$ cat src/rtl/axi4lite_regbank.sv
// axi4lite_regbank: AXI4-Lite register bank with byte strobes, AW/W in any order and SLVERR on out-of-range index.
// Define AXIL_REGBANK_WR_PULSE_EN to add the wr_pulse[NUM_REGS-1:0] commit-pulse output.
module axi4lite_regbank #(
   parameter int ADDR_W = 6,
   parameter int DATA_W = 32,
   parameter int NUM_REGS = 8,
   parameter logic [NUM_REGS*DATA_W-1:0] RST_VAL = '0
) (
   input  logic                       clk,
   input  logic                       reset,
   input  logic [ADDR_W-1:0]          awaddr,
   input  logic [2:0]                 awprot,
   input  logic                       awvalid,
   output logic                       awready,
   input  logic [DATA_W-1:0]          wdata,
   input  logic [DATA_W/8-1:0]        wstrb,
   input  logic                       wvalid,
   output logic                       wready,
   output logic [1:0]                 bresp,
   output logic                       bvalid,
   input  logic                       bready,
   input  logic [ADDR_W-1:0]          araddr,
   input  logic [2:0]                 arprot,
   input  logic                       arvalid,
   output logic                       arready,
   output logic [DATA_W-1:0]          rdata,
   output logic [1:0]                 rresp,
   output logic                       rvalid,
   input  logic                       rready,
   output logic [NUM_REGS*DATA_W-1:0] reg_q
`ifdef AXIL_REGBANK_WR_PULSE_EN
   ,
   output logic [NUM_REGS-1:0]        wr_pulse
`endif
);
   localparam int STRB_W = DATA_W / 8;
   localparam int LSB = $clog2(STRB_W);
   localparam int IDX_W = ADDR_W - LSB;
   localparam logic [IDX_W:0] NREG = (IDX_W + 1)'(NUM_REGS);
   localparam logic [1:0] WR_IDLE = 2'd0, WR_HAVE_AW = 2'd1, WR_HAVE_W = 2'd2, WR_RESP = 2'd3;
   localparam logic [0:0] RD_IDLE = 1'b0, RD_RESP = 1'b1;

   logic [1:0]        wr_state, wr_next;
   logic [0:0]        rd_state;
   logic [DATA_W-1:0] regs [NUM_REGS];
   logic [IDX_W-1:0]  aw_idx_q, w_idx, r_idx;
   logic [DATA_W-1:0] wdata_q, w_data, rd_val;
   logic [STRB_W-1:0] wstrb_q, w_strb;
   logic              aw_hs, w_hs, ar_hs, commit, w_ok, r_ok;
   logic              unused;

   assign unused = ^{awprot, arprot, awaddr[LSB-1:0], araddr[LSB-1:0]};
   assign awready = wr_state == WR_IDLE || wr_state == WR_HAVE_W;
   assign wready = wr_state == WR_IDLE || wr_state == WR_HAVE_AW;
   assign bvalid = wr_state == WR_RESP;
   assign arready = rd_state == RD_IDLE;
   assign rvalid = rd_state == RD_RESP;
   assign aw_hs = awvalid && awready;
   assign w_hs = wvalid && wready;
   assign ar_hs = arvalid && arready;
   // The half of the pair arriving on the commit edge is taken straight from the bus
   assign w_idx = aw_hs ? awaddr[ADDR_W-1:LSB] : aw_idx_q;
   assign w_data = w_hs ? wdata : wdata_q;
   assign w_strb = w_hs ? wstrb : wstrb_q;
   assign r_idx = araddr[ADDR_W-1:LSB];
   assign w_ok = {1'b0, w_idx} < NREG;
   assign r_ok = {1'b0, r_idx} < NREG;
   assign wr_next = wr_state == WR_RESP ? (bready ? WR_IDLE : WR_RESP)
                  : (aw_hs || wr_state == WR_HAVE_AW) && (w_hs || wr_state == WR_HAVE_W) ? WR_RESP
                  : aw_hs ? WR_HAVE_AW : w_hs ? WR_HAVE_W : wr_state;
   assign commit = wr_next == WR_RESP && wr_state != WR_RESP;

   always_comb begin
      rd_val = '0;
      for (int i = 0; i < NUM_REGS; i++)
         if (r_idx == IDX_W'(i)) rd_val = regs[i];
   end

   for (genvar i = 0; i < NUM_REGS; i++) begin : g_q
      assign reg_q[i*DATA_W +: DATA_W] = regs[i];
   end

   always_ff @(posedge clk) begin
      if (reset) begin
         wr_state <= WR_IDLE;
         rd_state <= RD_IDLE;
         bresp <= 2'b00;
         rresp <= 2'b00;
         rdata <= '0;
         aw_idx_q <= '0;
         wdata_q <= '0;
         wstrb_q <= '0;
         for (int i = 0; i < NUM_REGS; i++) regs[i] <= RST_VAL[i*DATA_W +: DATA_W];
      end else begin
         wr_state <= wr_next;
         if (aw_hs) aw_idx_q <= awaddr[ADDR_W-1:LSB];
         if (w_hs) begin
            wdata_q <= wdata;
            wstrb_q <= wstrb;
         end
         if (commit) bresp <= w_ok ? 2'b00 : 2'b10;
         for (int i = 0; i < NUM_REGS; i++)
            for (int b = 0; b < STRB_W; b++)
               if (commit && w_idx == IDX_W'(i) && w_strb[b]) regs[i][b*8 +: 8] <= w_data[b*8 +: 8];
         if (ar_hs) begin
            rdata <= rd_val;
            rresp <= r_ok ? 2'b00 : 2'b10;
            rd_state <= RD_RESP;
         end else if (rready) begin
            rd_state <= RD_IDLE;
         end
      end
   end

`ifdef AXIL_REGBANK_WR_PULSE_EN
   always_ff @(posedge clk)
      for (int i = 0; i < NUM_REGS; i++) wr_pulse[i] <= !reset && commit && w_idx == IDX_W'(i);
`endif
endmodule

$ cat config.mk
export PLATFORM = sky130hd
export DESIGN_NAME = axi4lite_regbank
export DESIGN_NICKNAME = d
export VERILOG_FILES = /design/src/rtl/axi4lite_regbank.sv
export SDC_FILE = /design/constraint.sdc
export NUM_CORES = 1
export LEC_CHECK = 0
export BUFFER_PORTS_ARGS = -buffer_cell sky130_fd_sc_hd__buf_2
export CAP_MARGIN = 20
export CORE_ASPECT_RATIO = 0.75
export CORE_MARGIN = 2
export CORE_UTILIZATION = 48
export DETAILED_ROUTE_END_ITERATION = 16
export PLACE_DENSITY_LB_ADDON = 0.12
export SETUP_SLACK_MARGIN = 0.3
export SLEW_MARGIN = 25
export SYNTH_ARGS = -nofsm -noshare
export SYNTH_HDL_FRONTEND = slang
export SYNTH_SLANG_ARGS = --single-unit
$ cat constraint.sdc
create_clock -name clk -period 2.17 [get_ports clk]
set_input_delay 0.217 -clock clk [delete_from_list [all_inputs] [get_ports clk]]
set_output_delay 0.217 -clock clk [all_outputs]
set_load 0.01 [all_outputs]
[Word level (Yosys, flattened, before mapping)]
Memory sizes are Yosys's and may differ from the RTL's.
Cells that the tools add are included.
Storage, ports and cells
  memories kept: 1
  memory bits (writable): 256
  logic and storage cells: 266
  output and inout port bits: 297
  bits in registers: 79
  bits of input ports: 61
Memory list
  regs: depth 8, bits a word 32, read ports 8, clocked after memory_dff 0, write ports 8, RTL line 45  | logic [DATA_W-1:0] regs [NUM_REGS];
Operators by class
  $lt $le $gt $ge: 2
  reductions and logical operators: 53
  eq/ne operators: 19
  bitwise logic cells: 33
  muxes and demuxes: 150
Operators with widths (count)
  $mux W32: 9
  $mux W8: 32
  $mux W1: 100
  $logic_and A1 B1 Y1: 45
  $eq A4 B3 Y1 const B: 8
  $or A1 B1 Y1: 32
  $eq A4 B2 Y1 const B: 4
  $mux W2: 7
  $eq A4 B1 Y1 const B: 2
  $logic_not A4 Y1: 2
  $lt A4 B4 Y1 const B: 2
  $mux W4: 2
  $eq A2 B2 Y1 const B: 3
  $logic_or A1 B1 Y1: 4
  $eq A2 B1 Y1 const B: 1
  $logic_not A2 Y1: 1
  $ne A2 B2 Y1 const B: 1
  $reduce_bool A2 Y1: 1
  $not A1 Y1: 1

[Longest topological paths before layout]
  depth after elaboration: 15
  gate-level depth with buffers: 7

[Least setup slack after synthesis]
OpenSTA, ideal clock, no wires.
  path kind: register to register
  start: reg wr_state[0]
  end: mem regs[7][4] (netlist: regs[1][100]), enable pin
  slack: -0.055 ns
  cell stages (with the launch flop): 8
  data arrival time: 1.850 ns
  library setup time: 0.375 ns
  data required time: 1.795 ns
  cells stage by stage: dfxtp_1 -> nand2b_1 -> buf_6 -> o32ai_2 -> buf_6 -> buf_6 -> nand3_1 -> o21bai_1
RTL lines
  start: declaration: RTL line 43  | logic [1:0] wr_state, wr_next;
  start signal: assignment: RTL line 95  | wr_state <= wr_next;
  end: declaration: RTL line 45

==> results_dict.tcl <==
set metrics [dict create \
    cp_data_required_time_ns 2.39 \
    rows 54 \
    drv_slew 0 \
    final_nets 1607 \
    synth_seq_area_share_pct 64.8 \
    hold_depth 3 \
    cts_tree "yes" \
    post-route-util_pct 64.3 \
    final_antenna_net_count 0 \
    dp_hpwl_um 30900 \
    status "completed" \
    worst-setup-path-type "reg -> reg" \
    synthDistinctLibCells 46 \
    cts_sinks 333 \
    relSlewSlack_pct 50.9 \
    vias 10600 \
    final_area_mm2 0.0187 \
    antenna_found_initial 4 \
    critPathLaunchType "flip-flop" \
    synth_ff_type "edfxtp_1" \
    nFillCells 2336 \
    post-place-ws_ns 0.0805 \
    fin_ws_ns 0.238 \
    drt_iter0_markers 781 \
    io_pins 358 \
    hold_viol 0 \
    grt_setup_unrepaired "true" \
    endpoint_kind "flip-flop" \
    area_growth_pct 31.4 \
    worstHoldStart "bready" \
    drc_errors 0 \
    grtUsageMet3_pct 5.61 \
    synthMuxAreaShare_pct 9.87 \
    mostFrequentLayoutCell "buf_2" \
    grt_pass1_wl_um 63800 \
    cts_root_buf "clkbuf_16" \
    track_usage_pct 27.5 \
    synth_area_leaders "edfxtp_1 54%, dfxtp_1 11%, mux2i_1 7.2%" \
    timing.hold.ws_ns 0.0232 \
    grt_util_met2_pct 42.1 \
    drive_gt1_share_pct 40.5 \
    core_area_mm2 0.0291 \
    clk_latency_ns 0.52 \
    synthArstFlopShare_pct 0 \
    ys.warnings.count 0 \
    rr_startpoint "wr_state[0]" \
    tns_ns 0 \
    synth_area_mm2 0.0142 \
    grt.overflow.total 0 \
    grtUsageMet1_pct 39.7 \
    worst_path_max_delay_cell "dfxtp_4" \
    initial_core_util_pct 48.9 \
    final_cell_mix "344 x buf_2, 256 x edfxtp_1, 197 x nor2_1" \
    min_period_ns 1.93 \
    wire_per_inst_um 22.0 \
    cts_htree_levels 2 \
    firstDrtPassIters 5 \
    rr_endpoint "regs[0][6]" \
    crit_chain "nand2b_4 -> buf_12 -> mux2i_4 -> clkbuf_16 -> buf_12 -> nand4_4 -> nand2b_4" \
    ff_latch_area_mm2 0.00923 \
    fp.dieW_um 203 \
    avgSynthCellArea_um2 12.3 \
    clk_pin_slew_ns 0.06 \
    drv_cap 0 \
    synth_top_area_share_pct 54.0 \
    grt_max_degree 44 \
    numCtsBuffers 35 \
    period_share_pct 89.0 \
    synth_simple_gate_area_share_pct 12.7 \
    hold_class "in -> reg" \
    synth_fa_ha_area_share_pct 0 \
    vias_per_cell 5.41 \
    grt_pass1_vias 10300 \
    synth-seq-cells 333 \
    die_area_mm2 0.0311 \
    place_area_mm2 0.0169 \
    numPortBuffers 345 \
    worstMarginPinSlew_ns 0.734 \
    synth_top_cell_by_area "edfxtp_1" \
    arrival_ns 2.15 \
    die_h_um 153 \
    holdPathEnd "wr_state[0]" \
    cts_buffer_depth 3 \
    synthCells 1162 \
    routed_wirelength_um 43300 \
    cp_max_fo 8 \
    finalSetupViolCount 0 \
    power.leakage_uw 0.00829 \
    timing.fmax_mhz 518 \
    r2r_cells 7 \
    p_per_area_mw_per_mm2 808 \
    synth_xor_area_share_pct 0 \
    synth_top_family_by_area "simple AND/OR/NAND/NOR gates" \
    synth_compound_area_share_pct 7.51 \
    synth-edff-count 256 \
    fin_worst_skew_ns 0.00772 \
    place.gp.congestion 0.870 \
    peakVddDrop_v 0.000571 \
    crit_path_max_incr_delay_ns 0.37 \
    grt-busiest-layer "met2" \
    r2r_slack_ns 0.24 \
    multiInputGateArea_mm2 0.00487 \
]
-- repair_timing --
action	CTS	global route
gates cloned	0	2
hold endpoints to repair	3	0
resized for setup	13	39
buffers inserted	16	15
pin swaps	10	8
hold buffers	3	0
endpoints found under the setup margin	387	471
-- kinds of logic (layout without fill, tap and decap cells) --
family / count (synthesis) / count (layout)
and+or+nand+nor: 360 / 361
DFF: 333 / 333
other: 1 / 5
AOI/OAI and AO/OA: 163 / 163
muxes: 134 / 134
buffers and inverters: 171 / 579
-- final cells by class --
cell class,count,area share (%)
clock buffers,47,5.25
clock inverters,16,0.842
inverters,77,1.54
flip-flops and latches,333,49.3
diodes,3,0.0401
well taps,392,2.62
multi-input cells,660,26.0
repair buffers,439,14.4
-- critical path, delay by kind of cell (launching register included) --
kind,cells,cell delay [ns]
muxes,1,0.33
DFF,1,0.37
and+or+nand+nor,3,0.46
buffers and inverters,3,0.47
-- layer usage --
metal | vias to the layer above | part of all wire, %
met5 | - | 0.030
met4 | 2 | 2.4
met3 | 72 | 8.4
met2 | 463 | 45
met1 | 5212 | 44
li1 | 4894 | -
-- per-stage QoR --
step	power, µW	instances
floorplan	8410	1163
global placement	9070	1865
detailed placement	9100	1865
CTS	15100	1947
global route	15600	1966
finish	15100	1967
-- Yosys cell counts, drive strengths merged (9+ instances only) --
master  number
nor2       208
mux2        29
edfxtp     256
or2         33
inv         77
a22oi       29
o21ai       61
nand2b      30
o22ai       13
mux2i      104
clkbuf      64
nor3         9
buf         30
nand4       25
a21oi       11
nand2       39
o221ai      24
dfxtp       77
-- where the power goes --
group / switching (µW) / internal, µW
clock network: 2450 / 3550
registers: 176 / 7180
logic: 1080 / 698
total: 3700 / 11400
-- state kept, by name, summed over array words and instances (netlist names) --
signal / cells
wstrb_q: 4
rresp: 1
regs: 256
wdata_q: 32
rvalid: 1
bresp: 1
wr_state: 2
rdata: 32
aw_idx_q: 4
-- worst max-delay path by stage --
stage / startpoint / to
floorplan: wr_state[0] / regs[0][56]
global placement: wr_state[0] / regs[1][123]
detailed placement: wr_state[0] / regs[0][85]
CTS: wr_state[0] / regs[0][74]
global route: wr_state[0] / regs[1][112]
finish: wr_state[0] / regs[0][6]
Note: power is estimated with default switching activity, not from simulation.
